==> config.mk <==
export PLATFORM = sky130hd
export DESIGN_NAME = uart_tx_cfg_flat
export DESIGN_NICKNAME = d
export VERILOG_FILES = /design/src/rtl/uart_tx_cfg_if.sv /design/src/rtl/uart_tx_cfg.sv /design/src/flat_wrapper.sv
export SDC_FILE = /design/constraint.sdc
export NUM_CORES = 1
export LEC_CHECK = 0
export ABC_AREA = 1
export CAP_MARGIN = 20
export CORE_ASPECT_RATIO = 0.7
export CORE_MARGIN = 5
export CORE_UTILIZATION = 54
export CTS_BUF_LIST = sky130_fd_sc_hd__clkbuf_8 sky130_fd_sc_hd__clkbuf_16
export CTS_CLUSTER_DIAMETER = 80
export CTS_CLUSTER_SIZE = 30
export DETAILED_ROUTE_END_ITERATION = 10
export PLACE_DENSITY = 0.75
export SYNTH_ARGS = -nofsm -noshare
export SYNTH_HDL_FRONTEND = slang
export SYNTH_SLANG_ARGS = --single-unit
==> constraint.sdc <==
create_clock -name sys_clk -period 1.5 [get_ports sys_clk]
set_input_delay 0.3 -clock sys_clk [delete_from_list [all_inputs] [get_ports sys_clk]]
set_output_delay 0.3 -clock sys_clk [all_outputs]
set_load 0.02 [all_outputs]
==> src/rtl/uart_tx_cfg_if.sv <==
// rtl/uart_tx_cfg_if.sv - valid/ready byte handshake into the UART transmitter
// Signals:
//   uart_tx_data  : DATA_BITS payload, master -> slave
//   uart_tx_valid : payload valid, master -> slave
//   uart_tx_ready : holding register empty, slave -> master
interface uart_tx_cfg_if #(
  parameter int DATA_BITS = 8
);
  logic [DATA_BITS-1:0] uart_tx_data;
  logic                 uart_tx_valid;
  logic                 uart_tx_ready;

  modport master (output uart_tx_data, output uart_tx_valid, input uart_tx_ready);
  modport slave  (input uart_tx_data, input uart_tx_valid, output uart_tx_ready);
endinterface

==> src/rtl/uart_tx_cfg.sv <==
// rtl/uart_tx_cfg.sv - configurable UART transmitter (5-8 data bits, parity, 1/2 stop bits)
// Ports:
//   sys_clk       : system clock, rising edge
//   sys_rst       : synchronous active-high reset
//   tx            : uart_tx_cfg_if.slave, data/valid/ready handshake into a one-entry holding register
//   uart_tx_break : (only with UART_TX_BREAK_EN) hold the line low while idle
//   uart_tx_busy  : frame on the line (or break / break recovery active)
//   uart_tx_done  : one-cycle pulse on the last cycle of the last stop bit
//   uart_txd      : registered serial output, idle high
// Optional feature macro: UART_TX_BREAK_EN
module uart_tx_cfg #(
  parameter int CLK_FRE   = 50_000_000,
  parameter int BPS       = 9_600,
  parameter int DATA_BITS = 8,
  parameter int PARITY    = 0,
  parameter int STOP_BITS = 1
) (
  input  logic         sys_clk,
  input  logic         sys_rst,
  uart_tx_cfg_if.slave tx,
`ifdef UART_TX_BREAK_EN
  input  logic         uart_tx_break,
`endif
  output logic         uart_tx_busy,
  output logic         uart_tx_done,
  output logic         uart_txd
);

  localparam logic [31:0] BPS_CNT = 32'(CLK_FRE / BPS);

  generate
    if (DATA_BITS < 5 || DATA_BITS > 8) begin : g_bad_data_bits
      $error("uart_tx_cfg: DATA_BITS must be 5..8");
    end
    if (PARITY < 0 || PARITY > 2) begin : g_bad_parity
      $error("uart_tx_cfg: PARITY must be 0, 1 or 2");
    end
    if (STOP_BITS < 1 || STOP_BITS > 2) begin : g_bad_stop_bits
      $error("uart_tx_cfg: STOP_BITS must be 1 or 2");
    end
    if (CLK_FRE / BPS < 2) begin : g_bad_bps_cnt
      $error("uart_tx_cfg: CLK_FRE / BPS must be at least 2");
    end
  endgenerate

  typedef enum logic [2:0] {
    ST_IDLE,
    ST_START,
    ST_DATA,
    ST_PARITY,
    ST_STOP
  } state_t;

  state_t               state, state_next;
  logic [DATA_BITS-1:0] hold_data;
  logic                 hold_full;
  logic [DATA_BITS-1:0] shift_reg;
  logic                 par_bit;
  logic [31:0]          baud_cnt;
  logic [3:0]           bit_cnt;
  logic [0:0]           stop_cnt;

  logic baud_last, bit_last, stop_last, frame_end;
  logic load, txd_next, accept;
  logic brk_req, brk_now, rec_active;

`ifdef UART_TX_BREAK_EN
  logic rec;

  assign brk_req    = uart_tx_break;
  // Break only acts once the engine is idle; a frame in flight finishes first.
  assign brk_now    = uart_tx_break && (state == ST_IDLE);
  assign rec_active = rec;

  // After break release the line idles high for one full bit before a frame may start.
  always_ff @(posedge sys_clk) begin
    if (sys_rst) begin
      rec <= 1'b0;
    end else if (brk_now) begin
      rec <= 1'b1;
    end else if (rec && baud_last) begin
      rec <= 1'b0;
    end
  end
`else
  assign brk_req    = 1'b0;
  assign brk_now    = 1'b0;
  assign rec_active = 1'b0;
`endif

  assign baud_last = (baud_cnt == BPS_CNT - 32'd1);
  assign bit_last  = (bit_cnt == 4'(DATA_BITS - 1));
  assign stop_last = (stop_cnt == 1'(STOP_BITS - 1));
  assign frame_end = (state == ST_STOP) && baud_last && stop_last;

  assign tx.uart_tx_ready = !hold_full && !brk_now;
  assign accept           = tx.uart_tx_valid && tx.uart_tx_ready;
  assign uart_tx_busy     = (state != ST_IDLE) || brk_now || rec_active;
  assign uart_tx_done     = frame_end;

  always_ff @(posedge sys_clk) begin
    if (sys_rst) begin
      state <= ST_IDLE;
    end else begin
      state <= state_next;
    end
  end

  // txd_next is the line value for the cycle after this edge, so it
  // anticipates the state transition taken on the same edge.
  always_comb begin
    state_next = state;
    load       = 1'b0;
    txd_next   = 1'b1;
    case (state)
      ST_IDLE: begin
        if (brk_now) begin
          txd_next = 1'b0;
        end else if (rec_active) begin
          txd_next = 1'b1;
        end else if (hold_full) begin
          load       = 1'b1;
          state_next = ST_START;
          txd_next   = 1'b0;
        end
      end
      ST_START: begin
        txd_next = 1'b0;
        if (baud_last) begin
          state_next = ST_DATA;
          txd_next   = shift_reg[0];
        end
      end
      ST_DATA: begin
        txd_next = shift_reg[0];
        if (baud_last) begin
          if (!bit_last) begin
            txd_next = shift_reg[1];
          end else if (PARITY != 0) begin
            state_next = ST_PARITY;
            txd_next   = par_bit;
          end else begin
            state_next = ST_STOP;
            txd_next   = 1'b1;
          end
        end
      end
      ST_PARITY: begin
        txd_next = par_bit;
        if (baud_last) begin
          state_next = ST_STOP;
          txd_next   = 1'b1;
        end
      end
      ST_STOP: begin
        txd_next = 1'b1;
        if (frame_end) begin
          if (hold_full && !brk_req) begin
            // Queued byte: next start bit follows the stop bit with no gap.
            load       = 1'b1;
            state_next = ST_START;
            txd_next   = 1'b0;
          end else begin
            state_next = ST_IDLE;
          end
        end
      end
      default: begin
        state_next = ST_IDLE;
      end
    endcase
  end

  always_ff @(posedge sys_clk) begin
    if (sys_rst) begin
      hold_data <= '0;
      hold_full <= 1'b0;
      shift_reg <= '0;
      par_bit   <= 1'b0;
      baud_cnt  <= '0;
      bit_cnt   <= '0;
      stop_cnt  <= '0;
      uart_txd  <= 1'b1;
    end else begin
      uart_txd <= txd_next;

      // accept needs an empty register and load needs a full one, so they never coincide.
      if (accept) begin
        hold_data <= tx.uart_tx_data;
        hold_full <= 1'b1;
      end else if (load) begin
        hold_full <= 1'b0;
      end

      if (load) begin
        shift_reg <= hold_data;
        par_bit   <= (PARITY == 1) ? ~(^hold_data) : (^hold_data);
        baud_cnt  <= '0;
        bit_cnt   <= '0;
        stop_cnt  <= '0;
      end else if (state == ST_IDLE) begin
        // Idle only counts while timing the post-break recovery bit.
        baud_cnt <= (rec_active && !brk_now && !baud_last) ? baud_cnt + 32'd1 : '0;
      end else begin
        baud_cnt <= baud_last ? '0 : baud_cnt + 32'd1;
        if (state == ST_DATA && baud_last) begin
          shift_reg <= shift_reg >> 1;
          bit_cnt   <= bit_cnt + 4'd1;
        end
        if (state == ST_STOP && baud_last) begin
          stop_cnt <= stop_last ? '0 : stop_cnt + 1'b1;
        end
      end
    end
  end

endmodule

==> src/flat_wrapper.sv <==
// flat-port wrapper written by rule: the top's interface ports become plain ports
module uart_tx_cfg_flat 
#(
  parameter int CLK_FRE   = 50_000_000,
  parameter int BPS       = 9_600,
  parameter int DATA_BITS = 8,
  parameter int PARITY    = 0,
  parameter int STOP_BITS = 1
)
  (sys_clk, sys_rst, uart_tx_busy, uart_tx_done, uart_txd, tx_uart_tx_data, tx_uart_tx_valid, tx_uart_tx_ready);
  uart_tx_cfg_if #(.DATA_BITS(DATA_BITS)) tx_i ();
  input  logic sys_clk;
  input  logic sys_rst;
  output logic uart_tx_busy;
  output logic uart_tx_done;
  output logic uart_txd;
  input wire logic [$bits(tx_i.uart_tx_data)-1:0] tx_uart_tx_data;
  input wire logic [$bits(tx_i.uart_tx_valid)-1:0] tx_uart_tx_valid;
  output wire logic [$bits(tx_i.uart_tx_ready)-1:0] tx_uart_tx_ready;
  assign tx_i.uart_tx_data = tx_uart_tx_data;
  assign tx_i.uart_tx_valid = tx_uart_tx_valid;
  assign tx_uart_tx_ready = tx_i.uart_tx_ready;
  uart_tx_cfg #(.CLK_FRE(CLK_FRE), .BPS(BPS), .DATA_BITS(DATA_BITS), .PARITY(PARITY), .STOP_BITS(STOP_BITS)) u_core (.sys_clk(sys_clk), .sys_rst(sys_rst), .tx(tx_i), .uart_tx_busy(uart_tx_busy), .uart_tx_done(uart_tx_done), .uart_txd(uart_txd));
endmodule
==> metrics.txt <==
syn_area_per_cell=approximately 6.4 um2; Slew Viols, Final=0; number of flip-flops in the largest register=32; #FFs+latches synth=58; starting DRC count in detailed routing=around 330; fin crit period=about 1900 ps; initial antenna violation count=0; R2R Setup Slk=-320 ps; final period utilization=124%; remaining antenna violation count=0; Worst-Skew Late Latency=350 ps; vias in the first global route=3716; R2R depth=12; RSZ-0062 raised after global routing=true; final worst slack=-356 ps; Critical Path AT=between 1500 and 2000 ps; Final #Nets=about 660; P per Cell Area=roughly 870 nW/um2; Post-Route WL=roughly 11000 um; Die W=102 um; cts bufs inserted=9; critical path class=flop to output port; TritonRoute pass-1 iters=5; area post-placement=around 4300 um2; Remaining Overflow, GRT=0; post-route insts no fill=roughly 730; Avg Vias per Cell=about 5.4; largest net degree at the start of global routing=21; fill count=roughly 340; layout cell share with drive strength beyond 1=approximately 29%; Critical R2R Capture=u_core.baud_cnt[5]; Worst Hold Class=flop to flop; Wirelength per Cell=around 15 um; post-synth design cell area=3210 um2; Top-Level Pins=15; Setup crit end=uart_tx_done; Power Total=about 4.2 mW; Die Span Y=around 74 um; Pleak=between 2 and 2.5 nW; routed vias=about 3.9k; Syn-to-layout area delta=50.9%; Worst Clk Skew=about 8.4 ps; Crit Path Max Fanout=2; I/O Buffers=14; DR DRC count=0; status=finished with violations; # diodes=0; setup TNS=-13020 ps; Syn Inst Count=roughly 500; # rows=23; CTS tree=yes; count of different cell masters after synthesis=26; Die ar.=7600 um2; Design Area, Final=4840 um2; RePlAce Congestion=approximately 0.96; Synth warnings=0; hold_buf cts=0; FF-to-FF Start=u_core.baud_cnt[1]; Mapped Nets=a little over 500; max_slew headroom=a little over two thirds; DP Wirelength=7280 um; required time worst endpoint=1200 ps; final hold violations=0; maxcap violations=0; Crit. End Element=output port; CP Launch Point=u_core.baud_cnt[1]; Tightest Pin Transition=approximately 450 ps; H-tree Lvls=3; number of cells in the design after placement=between 600 and 700; Min Hold Slack=490 ps; CTS max path bufs=2; first-pass GRT wire length=17400 um; Peak VDD IR=0.649 mV; total core area=roughly 5800 um2; critical path startpoint category=flop; CTS Sinks=58; GR Util All Layers=29.6%; final setup vio count=50; fmax=539 MHz; sequential share of the synthesized area=a little over a third; failing checks=setup timing; Initial Utilization=a little under three fifths; Worst-path clk slew=70 ps; Root Buffer=clkbuf_8
metal layers:
metal	routed length, um	up-vias	GRT usage (%)
li1	-	1876	-
met1	4780	1794	39.5
met2	4720	204	44.9
met3	1060	29	10.9
met4	226	0	8.88
met5	0	-	0
power breakdown:
part	switching, mW	internal, mW	leakage, nW
Combinational	0.387	0.315	1.41
Sequential	0.0501	1.61	0.473
Clock	0.734	1.12	0.124
Total	1.17	3.04	2.00
Yosys cell counts, drive strengths merged:
| cell type | number | area share, % |
|---|---|---|
| ha | 2 | 0.78 |
| nor3 | 18 | 3.0 |
| nor2 | 106 | 13 |
| nand3 | 27 | 4.2 |
| or2 | 4 | 0.78 |
| xor2 | 15 | 4.1 |
| inv | 56 | 6.6 |
| nand3b | 10 | 2.3 |
| xnor2 | 5 | 1.4 |
| a21oi | 30 | 4.8 |
| o21ai | 18 | 2.8 |
| nor3b | 2 | 0.47 |
| nand2 | 132 | 16 |
| clkbuf | 2 | 0.23 |
| nand4 | 10 | 2.1 |
| buf | 6 | 1.5 |
| dfxtp | 58 | 36 |
what timing repair did:
item / 4_1_cts / 5_1_grt
endpoints found under the setup margin: 54 / 53
pin swaps: 7 / 4
cloned: 1 / 3
buffers inserted: 7 / 1
resized for setup: 42 / 19
stage by stage:
step | setup WS [ps] | utilization, %
floorplan | 1.54 | -
global placement | -428 | 75.2
detailed placement | -476 | 75.2
CTS | -334 | 82.1
global route | -443 | 84.1
finish | -356 | 84.1
how the worst min path moves through the flow:
stage | to | from | cells past startpoint | slack, ps
final | u_core.par_bit | u_core.par_bit | 2 | 490
after global routing | u_core.bit_cnt[3] | u_core.bit_cnt[3] | 2 | 530
after CTS | u_core.par_bit | u_core.par_bit | 2 | 490
after detailed placement | u_core.par_bit | u_core.par_bit | 2 | 470
after global placement | u_core.bit_cnt[3] | u_core.bit_cnt[3] | 2 | 460
after floorplan | u_core.shift_reg[7] | sys_rst | 1 | 370
cells by family after synthesis:
logic type      synth area share [%]
compound gates                  7.61
simple gates                    41.6
xor+xnor                        5.46
fa+ha+maj                      0.780
buf+inv                         8.31
flops                           36.2
cell type report:
cell class	instances	area (um2)	share of cell area (%)
Multi-Input combinational cell	379	1940	40.0
Inverter	56	213	4.40
Timing Repair Buffer	142	1180	24.4
Clock buffer	9	124	2.56
Sequential cell	58	1170	24.1
Clock inverter	7	125	2.59
Tap cell	75	93.8	1.94
critical path: stages, from the launching register on:
cell,delay (ps)
dfxtp_2,360
ha_4,140
nand2_2,50
nor2_1,80
nand2_1,90
nor2_4,150
nand2_4,80
nor3_4,120
buf_6,130
cell usage in the layout, fill, tap and decap left out, types with 3 or more instances in the layout:
| cell | count |
|---|---|
| nand2_2 | 3 |
| inv_1 | 49 |
| xor2_1 | 15 |
| or2_2 | 3 |
| nand2_4 | 3 |
| nand4_1 | 9 |
| bufinv_16 | 3 |
| nor2_2 | 6 |
| clkdlybuf4s50_1 | 10 |
| a21oi_1 | 26 |
| inv_2 | 6 |
| buf_6 | 12 |
| o21ai_0 | 16 |
| clkbuf_8 | 9 |
| clkinv_4 | 3 |
| nor3_1 | 15 |
| nor2_4 | 5 |
| dfxtp_1 | 54 |
| dfxtp_2 | 4 |
| nand3_1 | 26 |
| nand2_1 | 124 |
| buf_4 | 115 |
| xnor2_1 | 5 |
| nor2_1 | 95 |
| nand3b_1 | 10 |
| a21oi_2 | 3 |
No activity file was read; power rests on OpenSTA's default activity.
